## config.mk

```make
export PLATFORM = sky130hd
export DESIGN_NAME = vga_code_sched
export DESIGN_NICKNAME = d
export VERILOG_FILES = /design/src/rtl/vga_pkg.sv /design/src/rtl/vga_code_sched_rr_arbiter.sv /design/src/rtl/vga_code_sched.sv
export SDC_FILE = /design/constraint.sdc
export NUM_CORES = 1
export LEC_CHECK = 0
export CAP_MARGIN = 5
export CORE_ASPECT_RATIO = 1.5
export CORE_MARGIN = 1
export CORE_UTILIZATION = 49
export CTS_BUF_LIST = sky130_fd_sc_hd__clkbuf_8
export DETAILED_ROUTE_END_ITERATION = 12
export GPL_TIMING_DRIVEN = 0
export PLACE_DENSITY = 0.86
export SYNTH_ARGS = -nofsm -noshare
export SYNTH_HDL_FRONTEND = slang
export SYNTH_HIERARCHICAL = 1
export SYNTH_SLANG_ARGS = --single-unit
```

## constraint.sdc

```tcl
create_clock -name clk -period 8.93 [get_ports clk]
set_input_delay 1.786 -clock clk [delete_from_list [all_inputs] [get_ports clk]]
set_output_delay 1.786 -clock clk [all_outputs]
set_load 0.02 [all_outputs]
```

## src/rtl/vga_pkg.sv

```systemverilog
// Shared VGA timing constants, scheduler state encoding and
// the default colour code driven after reset.
package vga_pkg;

  localparam int H_VISIBLE = 800;
  localparam int H_SPLIT   = 400;
  localparam int H_TOTAL   = 1040;
  localparam int HS_START  = 856;
  localparam int HS_END    = 975;

  localparam int V_VISIBLE = 600;
  localparam int V_TOTAL   = 666;
  localparam int VS_START  = 637;
  localparam int VS_END    = 642;

  localparam int FRAME_CLK = H_TOTAL * V_TOTAL;

  localparam logic [23:0] DEF_RESET_CODE = 24'h000_000;

  typedef enum logic {
    IDLE,
    WAIT_VS
  } sched_state_t;

endpackage

```

## src/rtl/vga_code_sched_rr_arbiter.sv

```systemverilog
// Round-robin arbiter: first asserted request at or after ptr
// wins; returns a one-hot grant and the winner's index.
module rr_arbiter #(
  parameter int NUM_REQ = 4,
  parameter int IW      = $clog2(NUM_REQ)
) (
  input  logic [NUM_REQ-1:0] req,
  input  logic [IW-1:0]      ptr,
  output logic [NUM_REQ-1:0] grant,
  output logic [IW-1:0]      idx
);

  // rotating priority search starting at ptr
  always_comb begin
    int   j;
    logic found;
    grant = '0;
    idx   = '0;
    found = 1'b0;
    j     = 0;
    for (int k = 0; k < NUM_REQ; k++) begin
      j = int'(ptr) + k;
      if (j >= NUM_REQ) j = j - NUM_REQ;
      if (!found && req[j]) begin
        found    = 1'b1;
        grant[j] = 1'b1;
        idx      = IW'(j);
      end
    end
  end

endmodule

```

## src/rtl/vga_code_sched.sv

```systemverilog
// Frame-synchronous colour-code scheduler: accepts one update at a
// time from round-robin requesters and commits it on vsync rise.
module vga_code_sched
  import vga_pkg::*;
#(
  parameter int                NUM_REQ    = 4,
  parameter int                CODE_W     = 24,
  parameter logic [CODE_W-1:0] RESET_CODE = DEF_RESET_CODE
) (
  input  logic                      clk,
  input  logic                      rst_n,
  input  logic [NUM_REQ-1:0]        req_valid,
  input  logic [NUM_REQ*CODE_W-1:0] req_code,
  output logic [NUM_REQ-1:0]        req_ready,
  input  logic                      vsync,
  output logic [CODE_W-1:0]         code,
  output logic                      pending,
  output logic                      commit,
  output logic [15:0]               frame_cnt
);

  localparam int IW = $clog2(NUM_REQ);

  sched_state_t        r_state;
  sched_state_t        w_state_nx;
  logic [IW-1:0]       r_rr_ptr;
  logic [CODE_W-1:0]   r_pend;
  logic [CODE_W-1:0]   r_code;
  logic                r_commit;
  logic                r_vsync_q;
  logic [15:0]         r_frame_cnt;

  logic [NUM_REQ-1:0]  w_grant;
  logic [NUM_REQ-1:0]  w_ready;
  logic [IW-1:0]       w_idx;
  logic                w_vs_rise;
  logic                w_xfer;
  logic                w_load;
  logic [CODE_W-1:0]   w_sel_code;
  logic [IW-1:0]       w_ptr_nx;

  rr_arbiter #(
    .NUM_REQ (NUM_REQ),
    .IW      (IW)
  ) u_arb (
    .req   (req_valid),
    .ptr   (r_rr_ptr),
    .grant (w_grant),
    .idx   (w_idx)
  );

  assign w_vs_rise  = vsync & ~r_vsync_q;
  assign w_sel_code = req_code[w_idx*CODE_W +: CODE_W];
  assign w_ptr_nx   = (w_idx == IW'(NUM_REQ - 1))
                    ? '0 : w_idx + IW'(1);

  // next state, grant gating and transfer/commit strobes
  always_comb begin
    w_state_nx = r_state;
    w_ready    = '0;
    w_xfer     = 1'b0;
    w_load     = 1'b0;
    unique case (r_state)
      IDLE: begin
        w_ready = rst_n ? w_grant : '0;
        if (|w_grant) begin
          w_xfer     = 1'b1;
          w_state_nx = WAIT_VS;
        end
      end
      WAIT_VS: begin
        if (w_vs_rise) begin
          w_load     = 1'b1;
          w_state_nx = IDLE;
        end
      end
      default: w_state_nx = IDLE;
    endcase
  end

  // FSM state register
  always_ff @(posedge clk or negedge rst_n) begin
    if (!rst_n) r_state <= IDLE;
    else        r_state <= w_state_nx;
  end

  // pending capture, pointer advance and code commit
  always_ff @(posedge clk or negedge rst_n) begin
    if (!rst_n) begin
      r_pend   <= RESET_CODE;
      r_rr_ptr <= '0;
      r_code   <= RESET_CODE;
      r_commit <= 1'b0;
    end else begin
      r_commit <= w_load;
      if (w_xfer) begin
        r_pend   <= w_sel_code;
        r_rr_ptr <= w_ptr_nx;
      end
      if (w_load) r_code <= r_pend;
    end
  end

  // vsync edge detector and frame counter
  always_ff @(posedge clk or negedge rst_n) begin
    if (!rst_n) begin
      r_vsync_q   <= 1'b0;
      r_frame_cnt <= '0;
    end else begin
      r_vsync_q <= vsync;
      if (w_vs_rise) r_frame_cnt <= r_frame_cnt + 16'd1;
    end
  end

  assign req_ready = w_ready;
  assign code      = r_code;
  assign pending   = (r_state == WAIT_VS);
  assign commit    = r_commit;
  assign frame_cnt = r_frame_cnt;

endmodule
```

==> flow_metrics.tcl, run 1 <==
set metrics [dict create \
    synth_nets 367 \
    grt_pass1_wl_mm 14.94 \
    period_share 0.6904 \
    core_um2 7612 \
    required_ns 7.14 \
    rows 39 \
    period_needed_ns 6.165 \
    most-common-layout-cells "clkdlybuf4s50_1 (147), dfrtp_1 (69), mux2_2 (30)" \
    worst_slack_ns 2.765 \
    cap_violations 0 \
    synth_cell_types 44 \
    peakVddDrop_uv 229.8 \
    rsz0062_at_grt "false" \
    port_buffers 148 \
    synth_area_um2 3849 \
    yosysWarnings 6 \
    synth-edff-count 0 \
    first_pass_iters 4 \
    syn_area_per_cell_um2 15.15 \
    slew_viol_final 0 \
    crit_fanout 7 \
    ant_nets 0 \
    finalSetupTns_ns 0 \
    end_kind "output pin" \
    pwr-share-seq 0.266 \
    worstMarginPinSlew_ns 0.8603 \
    hold_buffers 0 \
    n_antenna_cell 0 \
    pwr-share-clk 0.129 \
    leakage_uw 0.002348 \
    drt-total-wl_mm 9.150 \
    pre_cts_ws_ns 2.793 \
    cts-root-buf "clkbuf_8" \
    grt_overflow_total 0 \
    ys_ff_latch 69 \
    die_y_um 110.5 \
    clk_pin_slew_ns 0.07 \
    hold_path_depth 1 \
    seq_area_frac_synth 0.4486 \
    syn_to_final_growth_pct 47.14 \
    drc 0 \
    clkSinkCount 69 \
    drt-vias-per-instance 5.467 \
    grt_max_degree 71 \
    cts_resized 0 \
    criticalPathCategory "input pin to output pin" \
    dpl.hpwl_mm 7.243 \
    synthCells 254 \
    synth_top_flop_cell "dfrtp_1" \
    cellPowerDensity_nw_per_um2 364.7 \
    status "complete, no violations" \
    die_w_um 74.36 \
    switchingPower_uw 747.0 \
    cp-start-kind "input pin" \
    track_usage 0.2435 \
    combPwrFrac 0.605 \
    swShare 0.3617 \
    drt_iter0_drc 136 \
    ios 149 \
    antenna_found_initial 0 \
    arrival_ns 4.38 \
    clock_path_buffers 2 \
    async_flop_share 1.000 \
    cts_tree "yes" \
    htreeDepth 3 \
    final-hold-violation-count 0 \
    layout_commonest_cell "clkdlybuf4s50_1" \
    nNetsFinal 526 \
    final_layout_size_suffix_gt1_frac 0.2512 \
    rrSetupSlack_ns 4.98 \
    wl_per_cell_um 17.60 \
    fin_skew_ns 0.008922 \
    hp-class "flip-flop to flip-flop" \
    grt_pass1_vias 3148 \
    die-area_um2 8220 \
    p_int_uw 1318 \
    num_vias 2843 \
    max_freq_mhz 162.2 \
    p_total_uw 2065 \
    cts-buffers-inserted 9 \
    initial_utilization 0.5056 \
    postCtsSetupBuffers 0 \
    clkLatencyLatePin_ns 0.34 \
    fillerInstances 521 \
    final-seq-area_um2 1727 \
    rr_worst_depth 12 \
    globalplace.congestion 0.9042 \
    finalSetupViolCount 0 \
    multiInputGateArea_um2 1988 \
    max-slew-margin-rel 0.4265 \
]
power groups by stage:
| stage | clock network [uW] | registers [uW] | logic, uW |
|---|---|---|---|
| 4_1_cts | 272 | 550 | 1260 |
| 2_1_floorplan | 0 | 616 | 818 |
| 6_report | 266 | 549 | 1250 |
| 5_1_grt | 287 | 568 | 1340 |
| 3_5_place_dp | 0 | 554 | 1260 |
| 3_3_place_gp | 0 | 543 | 1230 |
through the flow:
stage          cell area [um^2]  utilization  hold slack, ns  cells
2_1_floorplan              3849            -          0.4750    254
3_3_place_gp               5458       0.7170          0.4615    504
3_5_place_dp               5455       0.7166          0.4655    504
4_1_cts                    5663       0.7439          0.4752    520
5_1_grt                    5663       0.7439          0.5039    520
6_report                   5663       0.7439          0.4667    520
cells in the mapped netlist, types with 2 or more instances:
cell      instances  area [um^2]
dfrtp_1          69         1727
mux2_2           30        337.8
mux4_2           22        495.5
mux2_4           20        300.3
ha_1             10        125.1
xnor2_1          10        87.58
a22oi_1           8        60.06
mux4_1            6        157.7
nand2_1           6        22.52
o21ai_1           6        30.03
xor2_1            5        43.79
and2_1            4        25.02
and3_1            4        25.02
nand3_1           4        20.02
nor2_1            4        15.01
buf_2             3        15.01
buf_4             3        22.52
buf_6             3        33.78
inv_1             3        11.26
nand4_1           3        18.77
nor3_1            3        15.01
buf_12            2        40.04
inv_2             2        7.510
mux2i_1           2        20.02
nand3b_1          2        15.01
o21ai_0           2        10.01
state kept, by name, summed over array words and instances, names as in the netlist:
name / count
r_rr_ptr: 2
r_vsync_q: 1
frame_cnt: 16
pending: 1
r_pend: 24
commit: 1
code: 24
worst max-delay path, cell delays in order:
cell	delay [ns]
clkdlybuf4s50_1	0.51
mux4_2	0.53
nand2b_4	0.17
nor3_4	0.28
a22oi_1	0.10
o21ai_1	0.21
and2_1	0.19
clkdlybuf4s50_1	0.60
layout make-up:
class	instances	area share
clock inverter	7	0.01480
tap	102	0.02254
inverter	5	0.003314
multi-input combinational	168	0.3511
buffer	12	0.02033
sequential	69	0.3049
clock buffer	9	0.02187
timing repair buffer	148	0.2612
routing by layer:
| metal | vias to the layer above | global-route usage | share of wire |
|---|---|---|---|
| li1 | 1287 | - | - |
| met1 | 1433 | 0.2718 | 0.36 |
| met4 | 0 | 0.1031 | 0.026 |
| met2 | 105 | 0.4390 | 0.57 |
| met5 | - | 0 | 0 |
| met3 | 18 | 0.03832 | 0.039 |
cell families after synthesis:
family | after synthesis | share of synthesized area
compound gates | 24 | 0.04162
xor+xnor | 15 | 0.03413
fa+ha+maj | 10 | 0.03251
buf+inv | 17 | 0.03478
flops | 69 | 0.4486
mux | 80 | 0.3407
simple gates | 39 | 0.06762
final timing paths:
check | startpoint | end
hold reg to reg | frame_cnt[15] | frame_cnt[15]
hold / removal | frame_cnt[15] | frame_cnt[15]
setup reg to reg | r_rr_ptr[0] | r_pend[21]
max in group asynchronous | rst_n | frame_cnt[9]
setup / recovery | req_valid[3] | req_ready[0]
min in group asynchronous | rst_n | code[12]
(Power assumes the default switching activity.)
==> run 2: changes to the inputs <==
Settings changed: CORE_UTILIZATION 49 to 41, PLACE_DENSITY 0.86 to 0.77.
Clock period 8.93 ns to 5.45 ns, I/O delays scaled along.
==> run 2 against run 1 <==
Sequential share of layout area increased by 0.095 points. Clock skew fell by 0.0045 ns. Design area fell by 0.31%. Power grew 60%. Sequential cell count stayed put. Highest routed layer unchanged. Critical endpoint is now req_ready[1]. Critical path depth unchanged. First-iteration DRC count shrank 32%. Sequential power increased by 63%. Combinational power is 62% higher. Utilization down 12 points. Non-clock buffer count is the same.
==> flow_metrics.tcl, run 2 (synthesis results as in run 1) <==
set metrics [dict create \
    status "complete, no violations" \
    leakage_uw 0.002335 \
    rrSetupSlack_ns 1.53 \
    crit_fanout 7 \
    die-area_um2 9786 \
    final-hold-violation-count 0 \
    globalRouteMet3Util 0.03547 \
    fin_skew_ns 0.004440 \
    grt_overflow_total 0 \
    postCtsSetupBuffers 0 \
    grtUsageMet2 0.3482 \
    clkLatencyLatePin_ns 0.33 \
    fillerInstances 701 \
    first_pass_iters 4 \
    nNetsFinal 526 \
    antenna_found_initial 0 \
    arrival_ns 3.70 \
    drt-total-wl_mm 9.001 \
    final_layout_size_suffix_gt1_frac 0.2500 \
    max_freq_mhz 208.7 \
    worstSetupStartpoint "req_valid[1]" \
    clock_path_buffers 2 \
    cp-start-kind "input pin" \
    drt-vias-per-instance 5.335 \
    top_usage_layer "met2" \
    ios 149 \
    num_vias 2806 \
    die_y_um 120.7 \
    rr_worst_depth 12 \
    max-slew-margin-rel 0.4200 \
    clk_pin_slew_ns 0.07 \
    criticalPathCategory "input pin to output pin" \
    met1_usage 0.2261 \
    slew_viol_final 0 \
    hp-class "flip-flop to flip-flop" \
    cellPowerDensity_nw_per_um2 586.3 \
    dpl.hpwl_mm 6.987 \
    worstMarginPinSlew_ns 0.8700 \
    reg2reg_to "r_pend[17]" \
    finalSetupViolCount 0 \
    required_ns 4.36 \
    endpoint "req_ready[1]" \
    cts_tree "yes" \
    initial_utilization 0.4283 \
    wl_per_cell_um 17.11 \
    core_um2 8986 \
    grt_pass1_wl_mm 14.59 \
    cts-buffers-inserted 9 \
    end_kind "output pin" \
    port_buffers 148 \
    r2r_start "r_rr_ptr[0]" \
    most-common-layout-cells "clkdlybuf4s50_1 (147), dfrtp_1 (69), mux2_2 (30)" \
    rows 42 \
    die_w_um 81.11 \
    grt_max_degree 71 \
    track_usage 0.1998 \
    cap_violations 0 \
    grt_pass1_vias 2951 \
    htreeDepth 3 \
    cts_resized 0 \
    period_needed_ns 4.792 \
    ant_nets 0 \
    peakVddDrop_uv 375.3 \
    globalplace.congestion 0.8805 \
    drt_iter0_drc 93 \
    pre_cts_ws_ns 0.6749 \
    drc 0 \
    n_antenna_cell 0 \
    cts-root-buf "clkbuf_8" \
    rsz0062_at_grt "false" \
    period_share 0.8793 \
    p_total_uw 3310 \
    syn_to_final_growth_pct 46.68 \
    clkSinkCount 69 \
    hold_buffers 0 \
    worst_slack_ns 0.6580 \
    layout_commonest_cell "clkdlybuf4s50_1" \
]
## run 2: through the flow
stage / utilization / cells / instance area, um^2 / setup TNS [ns] / hold slack, ns
after floorplan: - / 254 / 3849 / 0 / 0.4750
after global placement: 0.6085 / 512 / 5468 / -2.206 / 0.4641
after detailed placement: 0.6082 / 512 / 5465 / 0 / 0.4667
after CTS: 0.6282 / 526 / 5645 / 0 / 0.4783
after global routing: 0.6282 / 526 / 5645 / 0 / 0.5028
final: 0.6282 / 526 / 5645 / 0 / 0.4716
## run 2: report_power, final
part	internal, uW	leakage [uW]	switching (uW)	total (uW)
Clock	215	0.000101	175	390
Combinational	1170	0.00139	855	2030
Sequential	737	0.000842	157	894
Total	2120	0.00234	1190	3310
## run 2: final cells by class
type / instances / area (um^2) / area share
clock buffers: 10 / 137.6 / 0.02438
repair buffers: 148 / 1479 / 0.2620
well taps: 110 / 137.6 / 0.02438
plain buffers: 12 / 115.1 / 0.02039
clock inverters: 4 / 42.54 / 0.007535
inverters: 5 / 18.77 / 0.003324
flip-flops and latches: 69 / 1727 / 0.3059
multi-input cells: 168 / 1988 / 0.3522
## run 2: worst min-delay path by stage
stage	from	endpoint	depth (start not counted)
detailed placement	frame_cnt[15]	frame_cnt[15]	1
global route	frame_cnt[8]	frame_cnt[8]	1
CTS	frame_cnt[15]	frame_cnt[15]	1
floorplan	r_pend[0]	r_pend[0]	1
finish	frame_cnt[15]	frame_cnt[15]	1
global placement	frame_cnt[15]	frame_cnt[15]	1
## run 2: metal layers
metal	vias to the layer above	wire length, um
met5	-	0
met4	0	222
met3	18	381
met2	102	4971
met1	1396	3426
li1	1290	-
## run 2: critical path, cell delays in order
cell and delay [ns]:
clkdlybuf4s50_1 0.50, mux4_2 0.55, nand2b_4 0.18, nor3_4 0.28
a22oi_1 0.10, o21ai_1 0.20, and2_1 0.18, clkdlybuf4s50_1 0.60
==> RTL change 1, RTL diff (settings of run 2) <==
The parameter `CODE_W` goes from 24 to 12.
--- a/src/rtl/vga_code_sched.sv
+++ b/src/rtl/vga_code_sched.sv
@@ -6,3 +6,3 @@
   parameter int                NUM_REQ    = 4,
-  parameter int                CODE_W     = 24,
+  parameter int                CODE_W     = 12,
   parameter logic [CODE_W-1:0] RESET_CODE = DEF_RESET_CODE
Interface: changed (resized code and req_code); port bits go from 149 to 89. The function was not compared with the original's and may differ.
==> RTL change 1 against run 2 <==
Count of clock-buffer cells in the layout is 5 lower; critical path type unchanged; fmax is 0.26% lower; total power shrank 36%; hold slack worse by 0.0013 ns; area after synthesis down 32%; worst setup slack worse by 0.013 ns; cell area is 34% lower; sequential share of layout area down 0.44 points; sequential cell count shrank 24; clock skew is essentially flat; routed wire length down 34%; largest power group unchanged; combinational power shrank 37%.
==> RTL change 1: results (changes against run 2) <==
Fill cells=510 (-27%); outcome=completed; post-synthesis sequential area ratio=0.4308 (-0.01781); fin nets=353 (-33%); met1 Use GR=0.2049 (-0.02124); RePlAce Congestion=0.9120 (+3.6%); Min Hold Slack=0.4703 ns (-0.001294 ns); relative slew slack=0.3643 (-0.05573); layout cells sized above 1=0.2111 (-0.03893); Initial DRC Count=102 (+9.7%); Post-Route WL=5953 um (-34%); most frequent cells after synthesis=45 x dfrtp_1, 16 x mux2_2, 12 x mux4_2; CP arrival=3.71 ns (about the same); Yosys cell types=42 (-4.5%); pin count of the biggest net entering global routing=36 (-49%); HPWL after detailed placement=4615 um (-34%); Final Skew=0.004478 ns (+0.00003858 ns); vias in the first global route=1922 (-35%); LEAKAGE=1.572 nW (-33%); first-pass GRT wire length=9190 um (-37%); r2r worst-path depth=9 (-3); synthesized net count=257 (-30%); All-Layer GR Usage=0.1790 (-0.02083); Slew Limit Fails=0 (unchanged); GR met2 Demand/Resource=0.3285 (-0.01975); Worst R2R End=r_pend[5]$_DFFE_PN0P_; flop2flop setup slack=1.55 ns (+0.02 ns); H-tree depth=2 (-1); cts bufs inserted=5 (-4)
## RTL change 1: final cells by class
class / count / area (um^2) / share of cell area
tap: 74 / 92.59 / 0.02478
timing repair buffer: 89 / 895.9 / 0.2398
buffer: 6 / 48.80 / 0.01306
multi-input combinational: 135 / 1416 / 0.3791
clock inverter: 3 / 65.06 / 0.01741
inverter: 6 / 22.52 / 0.006028
clock buffer: 5 / 68.82 / 0.01842
sequential: 45 / 1126 / 0.3014
## RTL change 1: cells by family after synthesis
| family | synth area share |
|---|---|
| DFF | 0.4308 |
| AOI/OAI and AO/OA | 0.06128 |
| and+or+nand+nor | 0.1048 |
| adders and majority gates | 0.04787 |
| xor gates and xnor gates | 0.05026 |
| buffers and inverters | 0.02728 |
| muxes | 0.2776 |
## RTL change 1: worst max path at each step
stage                  from      endpoint  slack (ns)  cells after the start
6_report       req_valid[1]  req_ready[1]        0.65                      8
5_1_grt        req_valid[1]  req_ready[3]        0.54                      8
4_1_cts        req_valid[1]  req_ready[1]        0.67                      8
3_5_place_dp   req_valid[1]  req_ready[1]        0.69                      8
3_3_place_gp          rst_n  req_ready[2]        0.24                      4
2_1_floorplan  req_valid[1]  req_ready[3]        1.88                      6
## RTL change 1: per-stage QoR
step | cells | cell area, um^2 | worst slack (ns)
2_1_floorplan | 192 | 2614 | 1.875
3_3_place_gp | 354 | 3587 | 0.2404
3_5_place_dp | 355 | 3602 | 0.6906
4_1_cts | 363 | 3736 | 0.6750
5_1_grt | 363 | 3736 | 0.5374
6_report | 363 | 3736 | 0.6453
## RTL change 1: metal layers
metal | routed length, um | vias to the layer above
met3 | 298 | 7
li1 | - | 909
met2 | 3292 | 74
met1 | 2282 | 997
met4 | 80 | 0
met5 | 0 | -
## RTL change 1: where the power goes
part | switching (mW) | internal [mW] | total [mW] | leakage (nW)
clock | 0.111 | 0.182 | 0.293 | 0.0681
combinational | 0.580 | 0.690 | 1.27 | 0.950
sequential | 0.108 | 0.464 | 0.572 | 0.554
==> RTL change 2, RTL diff (settings of run 2) <==
Without the edit above. Register the output `frame_cnt` once more, cleared by the reset; this adds one clock of latency there. The other outputs are not delayed to match.
--- a/src/rtl/vga_code_sched.sv
+++ b/src/rtl/vga_code_sched.sv
@@ -118,3 +118,9 @@
   assign commit    = r_commit;
-  assign frame_cnt = r_frame_cnt;
+  always_ff @(posedge clk or negedge rst_n) begin
+    if (!rst_n) begin
+      frame_cnt <= '0;
+    end else begin
+      frame_cnt <= r_frame_cnt;
+    end
+  end
 
Behaviour: not the same (Yosys sat finds a counterexample within 4 cycles, from zero or initial values and one cycle with rst_n low).
==> RTL change 2 against run 2 <==
Via count is 4.7% higher; die area increased by 10%; area after synthesis grew 10%; sequential cell count up 16; cell area grew 8.4%; global-route usage decreased by 1.5 points; worst setup slack better by 0.0069 ns; total power grew 7.7%; routed wire length up 2.8%; sequential power up 16%; cell count is 4.9% higher; critical path type unchanged; critical endpoint is now req_ready[0]; largest cell class is now flip-flops and latches; highest routed layer unchanged.
==> RTL change 2: results (changes against run 2) <==
asr flop ratio synth=1.000 (unchanged); Post-Synth XOR/XNOR Area=0.03090 (-0.003235); maximum vdd ir drop=0.3398 mV (-9.5%); Worst Path Required=4.36 ns (about the same); top_reg_cell synth=dfrtp_1; Slowest cell on crit path=clkdlybuf4s50_1; first-pass GRT wire length=15250 um (+4.5%); Via density=5.321 (-0.26%); Longest Clk Path Bufs=2 (unchanged); Yosys warnings=6 (unchanged); MaxCap Viol Count=0 (unchanged); Initial DRC Count=66 (-29%); top cells by area, synth=dfrtp_1 50%, mux4_2 12%, mux2_2 7.9%; synthesized net count=383 (+4.4%); initial antenna violation count=0 (unchanged); outcome=completed; Yosys cell types=43 (-2.3%); Clk pin slew, worst setup/hold paths=0.09 ns (+0.02 ns); antenna diode count=0 (unchanged); drt first pass iters=4 (unchanged); Post-Synth Adder-Cell Area=0.02943 (-0.003081); pin count of the biggest net entering global routing=67 (-5.6%); slowest stage delay, CP=0.60 ns (about the same); post-CTS setup buffers=0 (unchanged); Compound-Gate Fraction of Synth Area=0.03767 (-0.003943); post-CTS resize count=0 (unchanged); Fill cells=768 (+9.6%); All-Layer GR Usage=0.1843 (-0.01549); Clk Latency, worst-skew pair=0.37 ns (+0.04 ns); post-synthesis mux area share=0.3084 (-0.03229); LEAKAGE=2.578 nW (+10%); setup TNS=0 ns (unchanged); Root Driver=clkbuf_8; H-tree depth=3 (unchanged); combinational cell power=~2.1 mW; fin nets=543 (+3.2%); post-placement setup slack=0.6852 ns (+0.01031 ns); Cell Int Power=2.271 mW (+7.0%); RePlAce Congestion=0.7471 (-15%); cts bufs inserted=9 (unchanged); HPWL after detailed placement=7132 um (+2.1%); layout cells sized above 1=0.2483 (-0.001724); PortBufs=148 (unchanged); vias in the first global route=3054 (+3.5%); most frequent cells after synthesis=85 x dfrtp_1, 30 x mux2_2, 22 x mux4_2; sequential share of power=0.291 (+0.021); CP top delay family=buffers and inverters; Final Skew=0.01125 ns (+0.006812 ns); relative slew slack=0.5797 (+0.1597); post-synthesis sequential area ratio=0.5003 (+0.05166); HP Class=reg -> reg; Crit Path Max Fanout=7 (unchanged); Post-Route WL=9256 um (+2.8%)
[RTL change 2: path summary, 6_finish.rpt]
path                                              from                       to  slack [ns]  cells after the start
hold / removal             r_frame_cnt[15]$_DFFE_PN0P_  frame_cnt[15]$_DFF_PN0_        0.42                      0
setup reg to reg               r_rr_ptr[0]$_DFFE_PN0P_    r_pend[7]$_DFFE_PN0P_        1.35                     12
min in group asynchronous                        rst_n      code[5]$_DFFE_PN0P_        0.60                      1
max in group asynchronous                        rst_n      code[7]$_DFFE_PN0P_        4.25                      2
hold reg to reg            r_frame_cnt[15]$_DFFE_PN0P_  frame_cnt[15]$_DFF_PN0_        0.42                      0
setup / recovery                          req_valid[1]             req_ready[0]        0.66                      8
[RTL change 2: kinds of logic after synthesis]
logic type,after synthesis
multiplexers,80
XOR/XNOR,15
AND/OR/NAND/NOR,39
AO/OA/AOI/OAI,24
adder cells (fa/ha/maj),10
flip-flops,85
buffers and inverters,17
[RTL change 2: through the flow]
step	instance area, um^2	power, mW	instances
CTS	6118	3.608	552
finish	6118	3.565	552
floorplan	4252	2.495	270
global placement	5879	3.072	535
detailed placement	5904	3.128	536
global route	6118	3.802	552
[RTL change 2: layer usage]
metal / wire length (um) / global-route usage
met3: 543 / 0.04815
met5: 0 / 0
met2: 4960 / 0.3325
met4: 255 / 0.07278
met1: 3496 / 0.2046
[RTL change 2: final cells by class]
type / instances / area, um^2 / area share
plain buffers: 12 / 112.6 / 0.01840
clock buffers: 9 / 123.9 / 0.02025
clock inverters: 7 / 90.09 / 0.01472
inverters: 5 / 18.77 / 0.003067
multi-input cells: 168 / 1993 / 0.3258
flip-flops and latches: 85 / 2127 / 0.3476
well taps: 117 / 146.4 / 0.02393
repair buffers: 149 / 1506 / 0.2462
